File: config.mk
export PLATFORM = sky130hd
export DESIGN_NAME = mmu_tile_sequencer
export DESIGN_NICKNAME = d
export VERILOG_FILES = /design/src/rtl/mmu_tile_sequencer.sv
export SDC_FILE = /design/constraint.sdc
export NUM_CORES = 1
export LEC_CHECK = 0
export CAP_MARGIN = 15
export CORE_MARGIN = 2
export CORE_UTILIZATION = 30
export CTS_CLUSTER_DIAMETER = 40
export DETAILED_ROUTE_END_ITERATION = 7
export DONT_BUFFER_PORTS = 1
export PLACE_DENSITY = 0.43
export SYNTH_ARGS = -nofsm -noshare
export SYNTH_HDL_FRONTEND = slang
export SYNTH_SLANG_ARGS = --single-unit
File: constraint.sdc
create_clock -name clk_i -period 2.6 [get_ports clk_i]
set_input_delay 0.52 -clock clk_i [delete_from_list [all_inputs] [get_ports clk_i]]
set_output_delay 0.52 -clock clk_i [all_outputs]
set_load 0.005 [all_outputs]
File: src/rtl/mmu_tile_sequencer.sv
// Sequences K-tile operand fetches into a fixed-latency MMU pipeline and steers
// the accumulator, then posts a completion record for each command.
module mmu_tile_sequencer #(
  parameter int TILE_CNT_W = 8,
  parameter int PIPE_LAT   = 6
) (
  input  logic                  clk_i,
  input  logic                  rst_ni,
  input  logic                  cmd_valid_i,
  output logic                  cmd_ready_o,
  input  logic [TILE_CNT_W-1:0] cmd_tiles_i,
  input  logic [3:0]            cmd_id_i,
  input  logic                  abort_i,
  output logic                  fetch_req_o,
  output logic [TILE_CNT_W-1:0] fetch_idx_o,
  input  logic                  fetch_gnt_i,
  output logic                  mmu_enable_o,
  output logic                  acc_en_o,
  output logic                  acc_first_o,
  output logic                  done_valid_o,
  input  logic                  done_ready_i,
  output logic [3:0]            done_id_o,
  output logic                  done_err_o,
  output logic                  busy_o,
  output logic [31:0]           stall_cnt_o
);

  typedef enum logic [2:0] {IDLE, FETCH, ISSUE, DRAIN, DONE} state_e;

  state_e                state_q, state_d;
  logic [TILE_CNT_W-1:0] tiles_q, tiles_d;
  logic [3:0]            id_q, id_d;
  logic                  err_q, err_d;
  logic [TILE_CNT_W-1:0] issue_cnt_q, issue_cnt_d;
  logic [TILE_CNT_W-1:0] res_cnt_q, res_cnt_d;
  logic [PIPE_LAT-1:0]   tag_q, tag_d;
  logic [31:0]           stall_q, stall_d;

  logic [TILE_CNT_W-1:0] issue_next;
  logic [TILE_CNT_W-1:0] res_next;

  assign issue_next = issue_cnt_q + 1'b1;
  assign res_next   = res_cnt_q + 1'b1;

  // Every output decodes registered state only, so nothing glitches combinationally.
  assign cmd_ready_o  = (state_q == IDLE);
  assign busy_o       = (state_q != IDLE);
  assign fetch_req_o  = (state_q == FETCH);
  assign fetch_idx_o  = (state_q == FETCH) ? issue_cnt_q : '0;
  assign mmu_enable_o = (state_q == ISSUE) || (state_q == DRAIN);
  assign acc_en_o     = mmu_enable_o && tag_q[PIPE_LAT-1];
  assign acc_first_o  = acc_en_o && (res_cnt_q == '0);
  assign done_valid_o = (state_q == DONE);
  assign done_id_o    = (state_q == DONE) ? id_q : '0;
  assign done_err_o   = (state_q == DONE) ? err_q : 1'b0;
  assign stall_cnt_o  = stall_q;

  always_comb begin
    // NOTE: every variable gets a default before any branch, so no path can infer a latch.
    state_d     = state_q;
    tiles_d     = tiles_q;
    id_d        = id_q;
    err_d       = err_q;
    issue_cnt_d = issue_cnt_q;
    res_cnt_d   = res_cnt_q;
    tag_d       = tag_q;
    stall_d     = stall_q;

    // The tag register mirrors the MMU pipeline: it moves only when the MMU advances.
    if (mmu_enable_o) tag_d = {tag_q[PIPE_LAT-2:0], (state_q == ISSUE)};
    if (acc_en_o)     res_cnt_d = res_next;
    if ((state_q == FETCH) && !fetch_gnt_i && (stall_q != '1)) stall_d = stall_q + 32'd1;

    unique case (state_q)
      IDLE: begin
        if (cmd_valid_i) begin
          tiles_d     = cmd_tiles_i;
          id_d        = cmd_id_i;
          err_d       = (cmd_tiles_i == '0);
          issue_cnt_d = '0;
          res_cnt_d   = '0;
          tag_d       = '0;
          state_d     = (cmd_tiles_i == '0) ? DONE : FETCH;
        end
      end
      FETCH: if (fetch_gnt_i) state_d = ISSUE;
      ISSUE: begin
        issue_cnt_d = issue_next;
        state_d     = (issue_next == tiles_q) ? DRAIN : FETCH;
      end
      DRAIN: if (acc_en_o && (res_next == tiles_q)) state_d = DONE;
      DONE:  if (done_ready_i) state_d = IDLE;
      default: state_d = IDLE;
    endcase

    if (abort_i && (state_q != IDLE)) begin
      state_d     = IDLE;
      issue_cnt_d = '0;
      res_cnt_d   = '0;
      tag_d       = '0;
    end
  end

  always_ff @(posedge clk_i or negedge rst_ni) begin
    if (!rst_ni) begin
      state_q     <= IDLE;
      tiles_q     <= '0;
      id_q        <= '0;
      err_q       <= 1'b0;
      issue_cnt_q <= '0;
      res_cnt_q   <= '0;
      tag_q       <= '0;
      stall_q     <= '0;
    end else begin
      // NOTE: non-blocking assignments keep every register sampling pre-edge values.
      state_q     <= state_d;
      tiles_q     <= tiles_d;
      id_q        <= id_d;
      err_q       <= err_d;
      issue_cnt_q <= issue_cnt_d;
      res_cnt_q   <= res_cnt_d;
      tag_q       <= tag_d;
      stall_q     <= stall_d;
    end
  end

endmodule

# Yosys cells after proc, flatten, opt, wreduce, memory -nomap -nowiden
# Cells that the tools add are included.
# W data, S select, Z words.
[totals]
in_bits = 18
reg_bits = 70
output_inout_bits = 52
wordCells = 60
[op_classes]
add_sub_neg = 3
muxes = 22
reduce_logical = 16
eq_ne = 11
[ops]
columns = ["cell", "count"]
rows = [
  ["$mux W8", 7],
  ["$add A32 B1 Y32 const B", 1],
  ["$ne A32 B32 Y1 const B", 1],
  ["$mux W6", 4],
  ["$mux W3", 6],
  ["$add A8 B1 Y8 const B", 2],
  ["$eq A8 B8 Y1", 2],
  ["$logic_not A8 Y1", 2],
  ["$pmux W8 S2", 1],
  ["$pmux W3 S5", 1],
  ["$ne A3 B1 Y1 const B", 3],
  ["$eq A3 B2 Y1 const B", 2],
  ["$logic_and A1 B1 Y1", 6],
  ["$reduce_bool A3 Y1", 2],
  ["$mux W4", 1],
  ["$reduce_and A2 Y1", 2],
  ["$reduce_and A4 Y1", 1],
  ["$eq A3 B1 Y1 const B", 1],
  ["$eq A3 B3 Y1 const B", 1],
  ["$logic_not A3 Y1", 1],
  ["$ne A3 B2 Y1 const B", 1],
  ["$mux W2", 1],
  ["$logic_not A1 Y1", 1],
  ["$logic_or A1 B1 Y1", 1],
  ["$mux W1", 1],
]

# Longest topological paths before layout
# Gate-level depths: netlist of the first run.
[logic_depth]
word_depth = 7
mapped_depth = 7
ltp_nobuf = 7

# Worst setup path before layout of the first run
# OpenSTA, ideal clock, no wires.
[synth_timing]
kind = "flip-flop to flip-flop"
startpoint = "register res_cnt_q[0]"
endpoint = "register state_q[1]"
path_stages_with_launch = 7
synth_period_minus_slack_ns = 1.869
setup_time_ns = 0.135
required_time_ns = 2.465
path_slack_ns = 0.731
path_buffers = 1
arrival_time_ns = 1.734
path_cell_list = "dfrtp_1 -> ha_1 -> clkbuf_1 -> nand3_1 -> o311a_1 -> a2111oi_2 -> o22ai_1"
[synth_between]
elab_chain_cells = 5
[synth_lines]
columns = ["element", "line_no", "rtl"]
rows = [
  ["start: declaration", "35", "logic [TILE_CNT_W-1:0] res_cnt_q, res_cnt_d;"],
  ["start signal: assignment", "121", "res_cnt_q <= res_cnt_d;"],
  ["$add A8 B1 Y8", "43", "assign res_next = res_cnt_q + 1'b1;"],
  ["$eq A8 B8 Y1", "91", "DRAIN: if (acc_en_o && (res_next == tiles_q)) state_d = DONE;"],
  ["$logic_and A1 B1 Y1", "91", ""],
  ["$ne A3 B1 Y1 (no source line)", "--", ""],
  ["$reduce_and A4 Y1 (no source line)", "--", ""],
  ["end signal: assignment", "116", "state_q <= state_d;"],
  ["end: declaration", "30", "state_e state_q, state_d;"],
]
# Every way passes these cells.
# A chain may end at the register's enable or synchronous reset.

# Final worst setup path of the first run
[layout_timing]
startpoint = "register state_q[1]"
endpoint = "output fetch_idx_o[6]"
[layout_between]
elab_chain_cells = 2
[layout_lines]
columns = ["element", "line_no", "rtl"]
rows = [
  ["$eq A3 B1 Y1", "--", ""],
  ["named net fetch_req_o", "14", "output logic fetch_req_o,"],
  ["$mux W8", "49", "assign fetch_idx_o = (state_q == FETCH) ? issue_cnt_q : '0;"],
  ["end: declaration", "15", "output logic [TILE_CNT_W-1:0] fetch_idx_o,"],
]
# The timed path passes the listed nets, and every way through them passes these cells.

==> impl_metrics.toml, run 1 <==
[die]
die_y_microns = 119
initial_utilization_pct = 31.1
design.core.area_sq_mm = 0.0127
fp-row-count = 41
die-area_sq_mm = 0.0141
chipWidth_microns = 119
ios = 70

[synth]
syn_nets = 424
synth_top_area_share_pct = 44.3
synth_area_per_cell_sq_um = 9.84
synth_edf_count = 0
ys_async_sr_fraction_pct = 100
yosys_register_bits = 70
synth-adder-area-share_pct = 1.27
synth-simple-area-share_pct = 25.8
netlist_area_sq_mm = 0.00396
yosys_warnings = 0
synth_xor_area_share_pct = 13.3
synth-main-ff-cell = "dfrtp_1"
synth_top_area_cell = "dfrtp_1"
synthTopCellsByArea = "dfrtp_1 44%, xnor2_1 7.3%, xor2_1 6.0%"
synth.area.mux_share_pct = 4.46
netlist_instances = 402
synth.distinct_cells = 61
synth.yosys.seq_area_share_pct = 44.3
synth_top_family_by_area = "simple AND/OR/NAND/NOR gates"
synth_compound_area_share_pct = 7.34

[worst_setup_path]
rr_startpoint = "state_q[0]$_DFFE_PN0P_"
cpMaxStageDelayCell = "dfrtp_1"
crit_type = "flip-flop to primary output"
crit_required_ns = 2.08
worstSetupEndpointType = "primary output"
arrival_ns = 1.83
critPathLaunchType = "flip-flop"
rr_endpoint = "res_cnt_q[3]$_DFF_PN0_"
crit_path_max_incr_delay_ns = 0.48
crit_start = "state_q[1]$_DFFE_PN0P_"
cp_max_fo = 8
critical_path_buf_inv_count = 2
crit_end = "fetch_idx_o[6]"
crit_chain = "buf_4 -> nor3b_2 -> buf_4 -> and2_1"
crit_path_frequent_cell = "buf_4"
r2r_setup_slack_ns = 0.49
reg2reg_depth = 5
crit_family = "simple AND/OR/NAND/NOR gates"
path_depth = 4

[clocking]
cts_made_buffers = 9
cts_tree = "yes"
clockRootBuffer = "clkbuf_16"
cts_resized = 0
clk_latency_ns = 0.34
cts_setup_buffers = 0
cts_max_level = 3
cts_sinks = 70
clkTransAtPathRegs_ns = 0.06
hold_buffers = 1
cts_max_path_buffers = 2

[global_route]
grt_antenna_before_repair = 0
grt_max_degree = 71
grt_overflow = 0
grt_util_all_layers_pct = 14.2
grt_pass1_wl_microns = 15700
grt_pass1_vias = 2752

[final_layout]
final_util_pct = 35.1
area_growth_pct = 12.9
fin_nets = 424
final_cells = 579
diodes = 0
drive_gt1_share_pct = 13.0

[drt]
antenna_left = 0
drc = 0
first_pass_iters = 4
finalWirelength_microns = 9770
via_count = 2978
drtIter0Drc = 141
wl_per_cell_microns = 16.9
vias_per_cell = 5.14

[power_and_ir_drop]
pwr_density_cell_mw_per_mm2 = 774
leakage_nw = 1.96
irDropWorstVdd_uv = 362

[sta]
fin_setup_tns_ns = 0
rsz0062_at_grt = "no"
setup_viol = 0
fin_skew_ns = 0.00385
maxSlewViolCount = 0
fin_crit_ns = 2.35
worst_pin_slew_ns = 0.571
timing.fmax_mhz = 426
period_share_pct = 90.3
slew-limit-headroom_pct = 61.7
hold_violations = 0

[flow_run]
max-cap-violations = 0

[worst_hold_path]
hold_path.class = "primary input to async pin"

[placement]
port_buffers = 0
gp_congestion = 0.755
dp_hpwl_microns = 7040
dp.cells = 562

[status]
status = "completed"
cell families (layout without fill, tap and decap cells):
kind of cell | count (synthesis) | after routing
DFF | 70 | 70
AOI/OAI and AO/OA | 43 | 43
adders and majority gates | 4 | 4
muxes | 16 | 16
buffers and inverters | 28 | 33
xor gates and xnor gates | 60 | 60
and+or+nand+nor | 181 | 181
layout make-up:
class	count	area, sq um
fillers	1341	8260
multi-input cells	304	2060
flip-flops and latches	70	1750
clock buffers	10	229
well taps	172	215
repair buffers	10	95.1
clock inverters	6	86.3
inverters	7	26.3
how the worst min path moves through the flow:
stage | startpoint | end | slack, ns | cells past startpoint
floorplan | rst_ni | err_q$_DFFE_PN0P_ | 0.22 | 0
detailed placement | rst_ni | issue_cnt_q[2]$_DFFE_PN0P_ | 0.23 | 0
CTS | rst_ni | issue_cnt_q[2]$_DFFE_PN0P_ | 0.07 | 1
global placement | rst_ni | issue_cnt_q[2]$_DFFE_PN0P_ | 0.23 | 0
finish | rst_ni | issue_cnt_q[2]$_DFFE_PN0P_ | 0.05 | 1
global route | rst_ni | issue_cnt_q[2]$_DFFE_PN0P_ | 0.1 | 1
synth_stat cells, drive strengths merged, types with 3 or more instances:
cell type  instances
xor2              27
mux2              13
nor3              13
xnor2             33
nor2              31
nand2             36
and3              13
ha                 4
a21oi             10
inv                7
and4               6
o21ai             12
nor3b              3
nand3             23
mux2i              3
dfrtp             70
o31ai              3
nor4               4
or3                3
nand4             19
clkbuf             9
buf               12
and2              16
where the power goes:
part | switching, W | internal, W | leakage, nW
logic | 0.000342 | 0.000342 | 0.863
clock network | 0.000488 | 0.000838 | 0.152
registers | 0.000217 | 0.00123 | 0.940
flip-flops by register name, indices dropped and copies added (netlist names):
name         count
tiles_q          8
err_q            1
stall_cnt_o     32
id_q             4
tag_q            6
state_q          3
issue_cnt_q      8
res_cnt_q        8
layer usage:
layer / vias to the layer above / part of all wire, % / GRT usage, %
li1: 1416 / - / -
met5: - / 0 / 0
met2: 77 / 43 / 19.6
met1: 1467 / 48 / 20.4
met3: 18 / 6.7 / 3.98
met4: 0 / 2.5 / 6.92
cells in the final DEF (no fill, tap or decap), types with 2 or more instances in the layout:
cell	Yosys	final
a22o_1	2	2
bufinv_16	0	2
xnor2_1	33	33
nor3_1	13	13
o31ai_1	3	3
or2_2	2	2
o211ai_1	2	2
inv_1	7	7
nand2_1	35	35
nor2_1	30	30
or4_1	2	2
a21oi_1	10	10
clkinv_2	0	2
mux2_2	12	12
nor3b_1	2	2
ha_1	4	4
nand3b_1	2	2
mux2i_1	3	3
and2_1	16	16
nand3_1	22	22
and4_1	5	5
o21ai_0	11	11
or3_1	3	3
nor4_2	2	2
clkbuf_16	0	9
xor2_1	27	27
a21o_1	2	2
dfrtp_1	70	70
buf_4	1	9
and3_1	13	13
nor4_1	2	2
nand4_1	18	18
stage by stage:
stage | setup slack, ns | hold WS (ns) | area, sq um | power [W]
after CTS | 0.199 | 0.0728 | 4460 | 0.00351
after global placement | 0.550 | 0.226 | 4120 | 0.00212
after global routing | 0.142 | 0.0950 | 4460 | 0.00365
after floorplan | 0.731 | 0.224 | 3960 | 0.00194
final | 0.251 | 0.0535 | 4460 | 0.00346
after detailed placement | 0.526 | 0.226 | 4120 | 0.00213
(Power assumes the default switching activity.)
==> run 2: changes to the inputs <==
==> constraint.sdc (replaced) <==
create_clock -name clk_i -period 2.7 [get_ports clk_i]
set_input_delay 0.54 -clock clk_i [delete_from_list [all_inputs] [get_ports clk_i]]
set_output_delay 0.54 -clock clk_i [all_outputs]
set_load 0.005 [all_outputs]
==> impl_metrics.toml, run 2 (synthesis results as in run 1) <==
[drt]
via_count = 2931
wl_per_cell_microns = 16.7
drtIter0Drc = 143
finalWirelength_microns = 9580
vias_per_cell = 5.10
antenna_left = 0
drc = 0
first_pass_iters = 4

[global_route]
grt_pass1_vias = 2931
grt_antenna_before_repair = 0
grt_max_degree = 71
grt_util_all_layers_pct = 14.3
grt_pass1_wl_microns = 16000
grt_overflow = 0

[worst_setup_path]
critPathLaunchType = "flip-flop"
arrival_ns = 1.81
crit_path_max_incr_delay_ns = 0.65
crit_type = "flip-flop to primary output"
worstSetupEndpointType = "primary output"
cpMaxStageDelayCell = "dfrtp_1"
crit_required_ns = 2.16
crit_chain = "nand3b_1 -> inv_1 -> and3_1"
cp_max_fo = 14

[sta]
worst_pin_slew_ns = 0.608
fin_skew_ns = 0.00330
setup_viol = 0
rsz0062_at_grt = "no"
fin_crit_ns = 2.35
hold_violations = 0
fin_setup_tns_ns = 0
slew-limit-headroom_pct = 59.1
maxSlewViolCount = 0
period_share_pct = 86.9
timing.fmax_mhz = 426

[placement]
dp.cells = 559
gp_congestion = 0.779
dpl_cell_area_sq_mm = 0.00410
dp_hpwl_microns = 6880
port_buffers = 0

[clocking]
hold_buffers = 1
cts_max_path_buffers = 2
clkTransAtPathRegs_ns = 0.05
cts_made_buffers = 9
clockRootBuffer = "clkbuf_16"
cts_resized = 0
clk_latency_ns = 0.33
cts_max_level = 3
cts_tree = "yes"
cts_sinks = 70
cts_setup_buffers = 0

[worst_hold_path]
hold_path.class = "primary input to async pin"

[die]
die_y_microns = 119
die-area_sq_mm = 0.0141
fp-row-count = 41
ios = 70
initial_utilization_pct = 31.1
design.core.area_sq_mm = 0.0127
chipWidth_microns = 119

[final_layout]
final_cell_mix = "70 x dfrtp_1, 35 x nand2_1, 33 x xnor2_1"
fin_nets = 421
final_common_cell = "dfrtp_1"
drive_gt1_share_pct = 11.4
final_cells = 575
final_area_sq_mm = 0.00441
diodes = 0
largest_reg_flops = 32
area_growth_pct = 11.5

[power_and_ir_drop]
pwr_density_cell_mw_per_mm2 = 727
leakage_nw = 1.92
irDropWorstVdd_uv = 381

[flow_run]
max-cap-violations = 0

[status]
status = "completed"
==> run 2: worst paths after layout <==
path	to	from	depth (start not counted)	slack (ns)
max reg2reg	state_q[0]$_DFFE_PN0P_	state_q[1]$_DFFE_PN0P_	5	0.61
max in group asynchronous	stall_cnt_o[24]$_DFFE_PN0P_	rst_ni	1	2.31
min reg2reg	id_q[0]$_DFFE_PN0P_	id_q[0]$_DFFE_PN0P_	1	0.50
min	issue_cnt_q[4]$_DFFE_PN0P_	rst_ni	1	0.1
min in group clk_i	tiles_q[4]$_DFFE_PN0P_	cmd_tiles_i[4]	1	0.35
max	acc_first_o	state_q[1]$_DFFE_PN0P_	3	0.35
==> run 2: metal layers <==
| layer | global-route usage (%) | part of all wire [%] |
|---|---|---|
| met5 | 0 | 0 |
| met4 | 6.32 | 2.3 |
| met3 | 4.26 | 5.4 |
| met2 | 20.4 | 43 |
| met1 | 19.8 | 49 |
==> run 2: cell type report <==
class | count | area [sq um]
fillers | 1351 | 8310
multi-input cells | 304 | 2060
flip-flops and latches | 70 | 1750
clock buffers | 14 | 254
well taps | 172 | 215
repair buffers | 7 | 72.6
clock inverters | 1 | 30.0
inverters | 7 | 26.3
==> run 2: per-stage QoR <==
| stage | hold slack, ns | power [W] | util [%] | setup WS [ns] |
|---|---|---|---|---|
| 2_1_floorplan | 0.244 | 0.00187 | - | 0.831 |
| 3_3_place_gp | 0.246 | 0.00203 | 32.2 | 0.600 |
| 3_5_place_dp | 0.246 | 0.00205 | 32.2 | 0.594 |
| 4_1_cts | 0.109 | 0.00326 | 34.7 | 0.316 |
| 5_1_grt | 0.116 | 0.00340 | 34.7 | 0.186 |
| 6_report | 0.0983 | 0.00321 | 34.7 | 0.355 |
==> run 2: where the power goes <==
part / leakage, nW / switching (W) / internal, W / total (W)
Clock: 0.137 / 0.000430 / 0.000737 / 0.00117
Sequential: 0.940 / 0.000208 / 0.00118 / 0.00139
Combinational: 0.847 / 0.000322 / 0.000328 / 0.000650
==> run 2: critical path, delay by kind of cell (launching register included) <==
| family | cells | cell delay (ns) |
|---|---|---|
| flops | 1 | 0.65 |
| simple gates | 2 | 0.56 |
| buf+inv | 1 | 0.27 |
